===== src/rtl/seq_mul32u_pkg.sv =====
// MULDIV shared definitions: FSM state encoding (also used by the divider) and default operand width.
package seq_mul32u_pkg;

  localparam int MULDIV_WIDTH = 32;

  typedef enum logic [1:0] {
    PREP   = 2'd0,
    LOOP   = 2'd1,
    FINISH = 2'd2,
    FREE   = 2'd3
  } muldiv_state_e;

endpackage


===== src/rtl/seq_mul32u.sv =====
// Radix-2 shift-add unsigned multiplier, full 2*WIDTH product; busy 1+WIDTH cycles after start, start ignored while busy.
// Zero operands bypass the loop combinationally; MUL_EARLYEXIT_EN stops the loop once the multiplier is exhausted.
module seq_mul32u
  import seq_mul32u_pkg::*;
#(
  parameter int WIDTH = MULDIV_WIDTH
) (
  input  logic               clk,
  input  logic               rstLow,
  input  logic [WIDTH-1:0]   a_in,
  input  logic [WIDTH-1:0]   b_in,
  input  logic               start_in,
  output logic [2*WIDTH-1:0] p_out,
  output logic               busy
);

  localparam int CW = $clog2(WIDTH);

  muldiv_state_e        state;
  logic [2*WIDTH-1:0]   reg_acc;
  logic [2*WIDTH-1:0]   reg_mc;
  logic [WIDTH-1:0]     reg_mp;
  logic [CW-1:0]        count;

  logic zero;
  logic go;
  logic last;

  assign zero  = (~|a_in) | (~|b_in);
  assign go    = start_in & ~zero;
  assign p_out = zero ? '0 : reg_acc;

  always_comb begin
    last = (count == CW'(WIDTH - 1));
`ifdef MUL_EARLYEXIT_EN
    // Nothing left to add once the bits still to be shifted in are all zero.
    last = last | (reg_mp[WIDTH-1:1] == '0);
`endif
  end

  always_ff @(posedge clk or negedge rstLow) begin
    if (!rstLow) begin
      state   <= FINISH;
      busy    <= 1'b0;
      reg_acc <= '0;
      reg_mc  <= '0;
      reg_mp  <= '0;
      count   <= '0;
    end else begin
      case (state)
        PREP: begin
          reg_acc <= '0;
          reg_mc  <= {{WIDTH{1'b0}}, a_in};
          reg_mp  <= b_in;
          count   <= '0;
          state   <= LOOP;
        end
        LOOP: begin
          if (reg_mp[0]) reg_acc <= reg_acc + reg_mc;
          reg_mc <= reg_mc << 1;
          reg_mp <= reg_mp >> 1;
          count  <= count + CW'(1);
          if (last) begin
            state <= FINISH;
            busy  <= 1'b0;
          end
        end
        default: begin
          // FINISH and the unused FREE encoding both idle here.
          if (go) begin
            state <= PREP;
            busy  <= 1'b1;
          end
        end
      endcase
    end
  end

endmodule

===== config.mk =====
export PLATFORM = sky130hd
export DESIGN_NAME = seq_mul32u
export DESIGN_NICKNAME = d
export VERILOG_FILES = /design/src/rtl/seq_mul32u_pkg.sv /design/src/rtl/seq_mul32u.sv
export SDC_FILE = /design/constraint.sdc
export NUM_CORES = 1
export LEC_CHECK = 0
export ABC_AREA = 1
export CAP_MARGIN = 15
export CORE_ASPECT_RATIO = 1.5
export CORE_UTILIZATION = 40
export CTS_CLUSTER_DIAMETER = 80
export DETAILED_ROUTE_END_ITERATION = 8
export PLACE_DENSITY = 0.65
export SKIP_CTS_REPAIR_TIMING = 1
export SLEW_MARGIN = 10
export SYNTH_ARGS = -nofsm -noshare
export SYNTH_HDL_FRONTEND = slang
export SYNTH_SLANG_ARGS = --single-unit

===== constraint.sdc =====
create_clock -name clk -period 2.2 [get_ports clk]
set_input_delay 0.44 -clock clk [delete_from_list [all_inputs] [get_ports clk]]
set_output_delay 0.44 -clock clk [all_outputs]
set_load 0.02 [all_outputs]

[After elaboration in Yosys (flattened, before gate mapping)]
Cells that the tools add are included.
Storage, ports and cells
  register bits after elaboration: 168
  bits of input ports: 67
  output and inout port bits: 65
  word-level logic and storage cells: 39
Cells by class
  add/subtract/negate cells: 2
  equality and inequality tests: 4
  multiplexer cells: 12
  bitwise logic cells: 4
  reduce and logical (&&, ||, !) cells: 11
Operators with widths (count)
  64-bit case mux with 2 select lines: 2
  64-bit two-way mux: 2
  64-bit adder: 1
  32-bit case mux with 2 select lines: 1
  32-bit OR reduction: 2
  5-bit case mux with 2 select lines: 1
  5-bit by 1-bit adder with 5-bit output (second input constant): 1
  5-bit equality test (second input constant): 1
  2-bit two-way mux: 2
  2-bit != test (second input constant): 2
  2-bit case mux with 2 select lines: 1
  2-bit AND reduction: 2
  2-bit nonzero test: 2
  3-bit AND reduction: 1
  3-bit nonzero test: 1
  2-bit by 1-bit equality test with 1-bit output (second input constant): 1
  1-bit logical NOT: 2
  2-bit logical NOT: 1
  1-bit two-way mux: 2
  1-bit NOT: 2
  1-bit case mux with 2 select lines: 1
  1-bit AND: 1
  1-bit OR: 1

[Longest topological paths before layout]
  word-level depth: 7
  gate-level depth with buffers: 16
  mapped depth without buffers: 16

[Least setup slack after synthesis]
OpenSTA, ideal clock, no wires.
  path type: input -> output
  from: input a_in[13]
  to: output p_out[13]
  arrival time: 1501 ps
  data required time: 1760 ps
  path slack: 259 ps
  cell stages on the path: 7
  path buffers: 2
  cell sequence: nor2_1 nand4_1 or2_1 o21ai_1 buf_2 buf_2 nor2_1
Between the ends
  longest elaborated chain between the ends: 4
RTL lines
  start, declared: line seq_mul32u.sv:10  | input logic [WIDTH-1:0] a_in,
  32-bit OR reduction: line seq_mul32u.sv:29  | assign zero = (~|a_in) | (~|b_in);
  1-bit logical NOT: line seq_mul32u.sv:29
  1-bit OR: line seq_mul32u.sv:29
  64-bit two-way mux: line seq_mul32u.sv:31  | assign p_out = zero ? '0 : reg_acc;
  end, declared: line seq_mul32u.sv:13  | output logic [2*WIDTH-1:0] p_out,
No other way between the ends.

[Final worst setup path]
  from: input a_in[0]
  to: output p_out[7]
The elaborated chain is that of the path after synthesis.

==> impl_metrics.tcl <==
set metrics [dict create \
    num_vias 14500 \
    ant_nets 0 \
    syn_nets 2302 \
    setup_ws_ps -264 \
    die_w_um 149 \
    grt_max_degree 63 \
    grt_pass1_vias 14000 \
    nFillCells 3059 \
    cts_tree "yes" \
    cts-root-buf "clkbuf_16" \
    slew-limit-headroom_pct 55.0 \
    viasPerCell 4.88 \
    area_delta_synth_final_pct 49.6 \
    outcome "complete, but fails checks" \
    io_pins 132 \
    gr-usage-all-layers_pct 28.3 \
    finClkSkew_ps 14.6 \
    worstPathArrival_ps 2020 \
    clk_latency_ps 470 \
    die_y_um 223 \
    h-tree-depth 4 \
    cts_made_buffers 17 \
    final_area_sq_mm 0.0195 \
    clockBufferDepth 2 \
    dr.pass1.iters 5 \
    worst_slew_pin_slew_ps 674 \
    wirelength_mm 49.6 \
    design.core.area_sq_mm 0.0319 \
    clock_sinks 168 \
    drv_cap 0 \
    wl_per_cell_um 16.7 \
    ys_seq_elements 168 \
    synthCells 2169 \
    avgSynthCellArea_sq_um 6.00 \
    synth_seq_area_share_pct 32.3 \
    peakVddDrop_v 0.00105 \
    fin_hold_ws_ps 232 \
    n_antenna_cell 0 \
    synth.cell_area_sq_mm 0.0130 \
    worstPathRequired_ps 1760 \
    clkTransAtPathRegs_ps 80 \
    rows 80 \
    setup.worst_path.end_class "primary output" \
    min_path_type "primary input to flip-flop" \
    drcViolationCount 0 \
    fmax_ghz 0.406 \
    report.final.slew_viol_count 0 \
    portBuffers 131 \
    start_util_pct 40.8 \
    final.min_clock_period_ps 2460 \
    die_area_sq_mm 0.0333 \
    post-route-period-util_pct 112 \
    place.gp.congestion 0.991 \
    finalSetupViolations 64 \
    hpwl_mm 36.7 \
    final_util_pct 61.0 \
    finalPower_mw 25.0 \
    grt_pass1_wl_mm 71.5 \
    setup.worst_path.start_class "primary input" \
    violations "setup timing" \
    antenna_found_initial 0 \
    nNetsFinal 2676 \
    ys.warnings.count 0 \
    place_area_sq_mm 0.0166 \
    p_per_area_mw_per_mm2 1280 \
    drive_gt1_share_pct 27.6 \
    dp_slack_ps -872 \
    min_path_cells 3 \
    grt_overflow_total 0 \
    drt-initial-drc-count 679 \
    path_class "primary input to primary output" \
    finalHoldViolCount 0 \
    r2r_cells 13 \
    synthDistinctLibCells 35 \
    cp_max_fo 6 \
    rsz0062_at_grt "yes" \
    p_leak_nw 10.7 \
]
[flip-flops by register name, indices dropped and copies added, names as in the netlist]
name     flops
busy         1
count        5
reg_acc     64
reg_mp      32
state        2
reg_mc      64
[metal layers]
metal | track usage, % | vias up | wire, um
li1 | - | 7340 | -
met1 | 29.0 | 6710 | 18200
met2 | 55.5 | 310 | 27000
met3 | 2.80 | 108 | 1360
met4 | 13.8 | 0 | 3060
met5 | 0 | - | 0
[where the power goes]
group / internal [mW] / total (mW) / switching, mW
clock: 1.56 / 3.18 / 1.62
combinational: 7.13 / 16.4 / 9.22
sequential: 4.34 / 5.46 / 1.12
[layout by cell type, fill, tap and decap left out, types with 14 or more instances in the layout]
| master | n |
|---|---|
| o21ai_0 | 45 |
| inv_1 | 423 |
| nor2_2 | 53 |
| o21ai_1 | 22 |
| clkbuf_16 | 23 |
| dfrtp_1 | 166 |
| nand3_1 | 114 |
| nand2_1 | 782 |
| buf_6 | 70 |
| dlymetal6s2s_1 | 45 |
| o22ai_1 | 42 |
| nand2_2 | 72 |
| a21oi_1 | 53 |
| clkbuf_2 | 14 |
| ha_4 | 49 |
| buf_4 | 248 |
| nor2_1 | 105 |
| nor2_4 | 72 |
[final timing paths]
kind / slack [ps] / from / to
worst min-delay path: 230 / b_in[18] / reg_mp[18]
min in group asynchronous: 500 / rstLow / reg_mp[12]
worst max-delay path: -260 / a_in[0] / p_out[7]
max in group asynchronous: 1010 / rstLow / reg_acc[45]
worst min register to register: 480 / reg_mp[1] / reg_mp[0]
worst max register to register: 50 / reg_mc[27] / reg_acc[59]
[layout make-up]
cell class,instances,area (sq um),share of cell area [%]
tap,410,513,2.63
multi-input combinational,1519,8700,44.7
clock inverter,15,194,0.996
sequential,168,4210,21.6
timing repair buffer,402,3800,19.5
clock buffer,17,425,2.19
inverter,435,1630,8.39
[Yosys cell counts (all sizes together)]
library cell  count  area [sq um]
a21boi            2          15.0
a21oi            67           335
a22o              2          17.5
a22oi             1          7.51
and2              2          12.5
and3              1          6.26
buf              31           149
clkbuf           16          60.1
dfrtp           167          4180
dfstp             1          26.3
fa                1          20.0
ha               65           813
inv             435          1630
nand2           865          3280
nand3           130           681
nand4            12          75.1
nor2            230           898
nor3             16          95.1
nor4              4          25.0
o211ai            2          15.0
o21a              1          7.51
o21ai            68           340
o21bai            3          22.5
o22ai            42           263
or2               3          18.8
xor2              2          17.5
[worst max-delay path, stage by stage]
cell and delay (ps):
buf_6 90, nor2_2 100, nand4_1 160, or2_4 320
o21ai_4 250, clkbuf_16 230, buf_12 180, nor2_1 50
dlymetal6s2s_1 200
[stage by stage]
stage	setup TNS, ps	std cells
global route	-14840	2966
global placement	-55280	2907
finish	-13020	2966
detailed placement	-57550	2907
floorplan	0	2169
CTS	-58350	2939
[logic make-up after synthesis]
kind of cell             synth area share [%]
AO/OA/AOI/OAI                            7.86
buffers and inverters                    14.1
XOR/XNOR                                0.135
AND/OR/NAND/NOR                          39.1
adder cells (fa/ha/maj)                  6.40
flip-flops                               32.3
No activity file was read; power rests on OpenSTA's default activity.
